--- src/rtl/mc_port_arbiter.sv ---
// Round-robin arbiter that shares one memory controller between NUM_PORTS requesters,
// holding the controller buses for the whole transaction and timing out hung accesses.
module mc_port_arbiter #(
  parameter int unsigned NUM_PORTS      = 2,
  parameter int unsigned TIMEOUT_CYCLES = 64
) (
  input  logic                    clk,
  input  logic                    reset,
  input  logic [NUM_PORTS-1:0]    portReqValid,
  input  logic [NUM_PORTS-1:0]    portWrite,
  input  logic [32*NUM_PORTS-1:0] portAddr,
  input  logic [32*NUM_PORTS-1:0] portWData,
  input  logic [NUM_PORTS-1:0]    portVirtual,
  input  logic [NUM_PORTS-1:0]    portExec,
  output logic [NUM_PORTS-1:0]    portAccept,
  output logic [NUM_PORTS-1:0]    portRspValid,
  output logic                    portRspError,
  output logic [31:0]             portRspData,
  output logic [31:0]             mcRamAddress,
  output logic [31:0]             mcRamIn,
  output logic                    mcReadReq,
  output logic                    mcWriteReq,
  output logic                    mcAddrVirtual,
  output logic                    mcExecMode,
  input  logic [31:0]             mcRamOut,
  input  logic [1:0]              mcStatus,
  output logic                    arbBusy,
  output logic                    timeoutFlag
);

  localparam int unsigned GW = (NUM_PORTS > 1) ? $clog2(NUM_PORTS) : 1;
  localparam int unsigned CW = $clog2(TIMEOUT_CYCLES);

  typedef enum logic [1:0] {IDLE, WAIT, RESP} state_t;

  state_t         state;
  logic [GW-1:0]  lastGrant;
  logic [CW-1:0]  counter;
  logic           guard;
  logic           isWrite;

  logic [31:0]    addrArr  [NUM_PORTS];
  logic [31:0]    wdataArr [NUM_PORTS];
  logic [GW-1:0]  winner;
  logic [GW-1:0]  idx;
  logic           found;

  for (genvar g = 0; g < NUM_PORTS; g++) begin : g_unpack
    assign addrArr[g]  = portAddr[32*g +: 32];
    assign wdataArr[g] = portWData[32*g +: 32];
  end

  // Search starts one past the last winner so every port gets a turn.
  always_comb begin
    found  = 1'b0;
    winner = '0;
    idx    = '0;
    for (int unsigned off = 1; off <= NUM_PORTS; off++) begin
      idx = GW'((32'(lastGrant) + off) % NUM_PORTS);
      if (!found && portReqValid[idx]) begin
        found  = 1'b1;
        winner = idx;
      end
    end
  end

  always_ff @(posedge clk or negedge reset) begin
    if (!reset) begin
      state         <= IDLE;
      lastGrant     <= GW'(NUM_PORTS - 1);
      counter       <= '0;
      guard         <= 1'b0;
      isWrite       <= 1'b0;
      portAccept    <= '0;
      portRspValid  <= '0;
      portRspError  <= 1'b0;
      portRspData   <= '0;
      mcRamAddress  <= '0;
      mcRamIn       <= '0;
      mcReadReq     <= 1'b0;
      mcWriteReq    <= 1'b0;
      mcAddrVirtual <= 1'b0;
      mcExecMode    <= 1'b0;
      arbBusy       <= 1'b0;
      timeoutFlag   <= 1'b0;
    end else begin
      portAccept <= '0;
      mcReadReq  <= 1'b0;
      mcWriteReq <= 1'b0;
      case (state)
        IDLE: begin
          if (found) begin
            mcRamAddress       <= addrArr[winner];
            mcRamIn            <= wdataArr[winner];
            mcAddrVirtual      <= portVirtual[winner];
            mcExecMode         <= portExec[winner];
            mcReadReq          <= ~portWrite[winner];
            mcWriteReq         <= portWrite[winner];
            isWrite            <= portWrite[winner];
            portAccept[winner] <= 1'b1;
            lastGrant          <= winner;
            arbBusy            <= 1'b1;
            guard              <= 1'b1;
            counter            <= '0;
            state              <= WAIT;
          end
        end
        WAIT: begin
          // The controller may still show a stale done from the previous access.
          if (guard) begin
            guard <= 1'b0;
          end else begin
            case (mcStatus)
              2'd2: begin
                portRspValid[lastGrant] <= 1'b1;
                portRspError            <= 1'b0;
                portRspData             <= isWrite ? '0 : mcRamOut;
                state                   <= RESP;
              end
              2'd0: begin
                portRspValid[lastGrant] <= 1'b1;
                portRspError            <= 1'b1;
                portRspData             <= '0;
                state                   <= RESP;
              end
              default: begin
                if (counter == CW'(TIMEOUT_CYCLES - 1)) begin
                  portRspValid[lastGrant] <= 1'b1;
                  portRspError            <= 1'b1;
                  portRspData             <= '0;
                  timeoutFlag             <= 1'b1;
                  state                   <= RESP;
                end else begin
                  counter <= counter + CW'(1);
                end
              end
            endcase
          end
        end
        RESP: begin
          portRspValid <= '0;
          portRspError <= 1'b0;
          portRspData  <= '0;
          counter      <= '0;
          arbBusy      <= 1'b0;
          state        <= IDLE;
        end
        default: state <= IDLE;
      endcase
    end
  end

endmodule

--- config.mk ---
export PLATFORM = sky130hd
export DESIGN_NAME = mc_port_arbiter
export DESIGN_NICKNAME = d
export VERILOG_FILES = /design/src/rtl/mc_port_arbiter.sv
export SDC_FILE = /design/constraint.sdc
export NUM_CORES = 1
export LEC_CHECK = 0
export ABC_AREA = 1
export BUFFER_PORTS_ARGS = -buffer_cell sky130_fd_sc_hd__buf_2
export CORE_MARGIN = 2
export CORE_UTILIZATION = 45
export CTS_CLUSTER_DIAMETER = 150
export DETAILED_ROUTE_END_ITERATION = 12
export PLACE_DENSITY = 0.8
export SLEW_MARGIN = 20
export SYNTH_ARGS = -nofsm -noshare
export SYNTH_HDL_FRONTEND = slang
export SYNTH_SLANG_ARGS = --single-unit
export TNS_END_PERCENT = 100
--- constraint.sdc ---
create_clock -name clk -period 1.8 [get_ports clk]
set_input_delay 0.18 -clock clk [delete_from_list [all_inputs] [get_ports clk]]
set_output_delay 0.18 -clock clk [all_outputs]
set_load 0.005 [all_outputs]
==> summary.md <==
| Metric | Value |
|---|---|
| Final Setup Violations | 0 |
| Setup TNS | 0 ns |
| Max Root-Sink Buffers | 2 |
| Outcome | finished, violations left |
| H-tree lvl count | 4 |
| Setup Skew | ~0.011 ns |
| Failing checks | negative hold slack |
| P_leak | roughly 4.5 nW |
| DRC Markers | 0 |
| Critical path required time | roughly 2.1 ns |
| Count leader, synth | nand2_1 |
| Seq cells post-synth | around 120 |
| Hold_ws | -0.001855 ns |
| Routed wire per std cell | 17.60 um |
| Number of flops mapped to enable cells by yosys | 0 |
| Final Cycle Share | a little over nine tenths |
| Main synth FF type | dfrtp_1 |
| Ys Warns | 0 |
| Post-synth top area share | 56.67% |
| Grt ovf | 0 |
| Die Wd | 111.1 um |
| Asr flop ratio synth | 100.0% |
| Num CTS Buffers | 17 |
| F_max | between 0.5 and 0.6 GHz |
| Clock slew at reported path FFs | roughly 0.060 ns |
| Synth Area in Adders | approximately 1.2% |
| Initial antenna violation count | 1 |
| Fillers | 669 |
| Mux cell area share after synthesis | 0% |
| RR Endpoint | mcRamAddress[27] |
| Global-route usage over all layers | between 30% and 40% |
| RSZ-0062 raised after global routing | false |
| Worst min path class | primary input to flop |
| XOR/XNOR Fraction of Synth Area | 0% |
| Arr. time, crit path | a little over 2 ns |
| Cells on Worst Hold Path | 3 |
| Worst-margin pin slew | 0.4261 ns |
| GPL Wtd Cong | 0.8401 |
| CP Class | flop to flop |
| PwrDens | about 1500 nW/um^2 |
| CP startpoint kind | flop |
| Layer with the highest usage | met2 |
| Netlist cell types | 23 |
| Synth area leaders | dfrtp_1 (57%), nand2_1 (19%), nand3_1 (10%), o21ai_0 (3.4%), o21ai_1 (1.3%) |
| Avg Synthesized Cell Area | about 8.4 sq um |
| Largest net degree at the start of global routing | between 60 and 70 |
| Reg2reg setup slack | about 0.11 ns |
| Final core occ | about three quarters |
| Post-Syn Instances | 615 |
| Reg2Reg Depth | 9 |
| Max Fanout on Critical Path | 32 |
| CTS root buffer | clkbuf_16 |
| Mapped Area | around 5200 sq um |
| Initial Utilization | a little under half |
| Die height | between 100 and 150 um |
| Io pins | between 200 and 300 |
| Vias in the first global route | 6363 |
| Average vias per placed instance | roughly 5.4 |
| Antenna Nets Post-Route | 0 |
| Worst Hold End | mcRamIn[16] |
| Fin crit period | about 1.7 ns |
| Grt met2 use | between 50% and 60% |
| Port bufs | between 200 and 300 |
| Max-slew violation count | 0 |
| First-pass GRT wire length | 31.84 mm |
| Post-synthesis sequential area ratio | 57.18% |
| DP Wirelength | between 10 and 15 mm |
| Drt first pass iters | 5 |
| Worst slew margin | 71.60% |
| Clk_lat worst skew | about 0.42 ns |
| CTS tree | built |
| Via count | around 6300 |
| Synthesized net count | between 700 and 800 |
| Non-filler cells in the finished layout | about 1200 |
| Simple-Gate Fraction of Synth Area | a little under a third |
| Fin. Hold Viols | 1 |
| Die footprint | about 12000 sq um |
| Synth cell count leaders | nand2_1 (260), dfrtp_1 (117), nand3_1 (105) |
| DRT iter0 DRCs | about 740 |
| CTS Sinks | 118 |
| Hold path startpoint | portWData[16] |
| Total of max-cap violations | 0 |
| Rows | 39 |
| Max VDD drop | about 1400 uV |
| Crit. End Element | flop |
| Drt total wl | 20.72 mm |
| FF-to-FF Start | state[0] |
| Largest family of logic cells by synthesized area | simple AND/OR/NAND/NOR gates |
| Compound-Gate Fraction of Synth Area | under 10% |
| Placed Cells | about 1000 |
| Synth area leader | dfrtp_1 |
| Met3 GRT Util | 8.529% |
| Layout cells sized above 1 | about a third |
| Area growth syn-to-layout | 68.61% |
| NumNets Final | between 1000 and 1500 |
| Core area | about 11000 sq um |
| Met1 usage | between 30% and 40% |
[cell usage in the layout, fill, tap and decap left out, types with 2 or more instances in the layout]
cell type      netlist  final
dlygate4sd3_1        0    128
nor2_4               1      2
nand2_1            260    260
inv_2                1      2
o21bai_1             2      2
clkinv_4             0      3
nor2_2               0      2
dfrtp_1            117    117
buf_2                9    277
o21ai_1             13     13
nand3_1            105    104
clkinv_2             0      5
buf_4                6      5
o21ai_0             35     35
nand3_2              1      2
ha_1                 5      5
inv_1               16     15
o22ai_1              2      2
diode_2              0      2
clkinvlp_4           0      2
buf_12               0      9
clkbuf_16            0     19
nor2_1              14     11
a21oi_1              2      2
bufinv_16            0      3
[worst max-delay path by stage]
stage | from | end | depth (start not counted)
after floorplan | state[0] | portRspData[0] | 9
after global placement | state[0] | mcRamIn[11] | 9
after detailed placement | state[1] | portRspData[13] | 7
after CTS | state[0] | mcRamIn[16] | 9
after global routing | state[1] | counter[5] | 7
final | state[0] | mcRamAddress[27] | 9
[cells by family (layout without fill, tap and decap cells)]
group           after synthesis  in the layout
compound gates               57             57
other cells                   0              2
fa+ha+maj                     5              5
buf+inv                      53            470
flops                       118            118
simple gates                382            382
[per-stage QoR]
stage	power, mW	hold slack, ns	cell area (sq um)	setup slack [ns]
after floorplan	7.054	-0.1156	5166	0.2320
after global placement	8.947	0.1499	6775	0.2292
after detailed placement	9.037	0.1495	6775	0.1835
after CTS	12.70	0.0002160	8646	0.1693
after global routing	14.06	0.005855	8708	0.004447
final	13.32	-0.001855	8711	0.1130
[per-layer routing]
| layer | vias up | routed length [um] | share of wire [%] |
|---|---|---|---|
| met4 | 0 | 1536 | 7.4 |
| met3 | 143 | 2089 | 10 |
| met5 | - | 0 | 0 |
| li1 | 2802 | - | - |
| met1 | 2870 | 7250 | 35 |
| met2 | 484 | 9841 | 48 |
[critical path: stages, from the launching register on]
cell     delay, ns
dfrtp_1       0.42
inv_1         0.10
ha_1          0.19
inv_2         0.08
nor2_4        0.11
inv_2         0.08
a21oi_4       0.19
buf_12        0.21
nand2_1       0.12
nand3_1       0.10
[power breakdown]
part	total, mW	internal [mW]	leakage [nW]	switching, mW
logic	5.43	2.28	2.72	3.15
registers	4.46	3.76	1.50	0.699
clock network	3.43	2.20	0.292	1.23
total	13.3	8.24	4.52	5.08
[sequential cells by signal, summed over array words and instances, names as in the netlist]
name,count
arbBusy,1
counter,6
guard,1
isWrite,1
lastGrant,1
mcAddrVirtual,1
mcExecMode,1
mcRamAddress,32
mcRamIn,32
mcReadReq,1
mcWriteReq,1
portAccept,2
portRspData,32
portRspError,1
portRspValid,2
state,2
timeoutFlag,1
[cell type report]
cell class	instances	area (sq um)	share of cell area, %
sequential	118	2954	33.91
timing repair buffer	421	2935	33.70
multi-input combinational	444	1974	22.67
clock buffer	19	442.9	5.085
tap	143	178.9	2.054
clock inverter	13	156.4	1.795
inverter	17	63.81	0.7325
antenna	2	5.005	0.05745
[what timing repair did]
| item | CTS | global route |
|---|---|---|
| gates resized for setup | 0 | 1 |
| buffers inserted | 0 | 0 |
| endpoints found under the hold margin | 92 | 1 |
| endpoints found under the setup margin | 0 | 8 |
| hold buffers | 127 | 1 |
(Power assumes the default switching activity.)
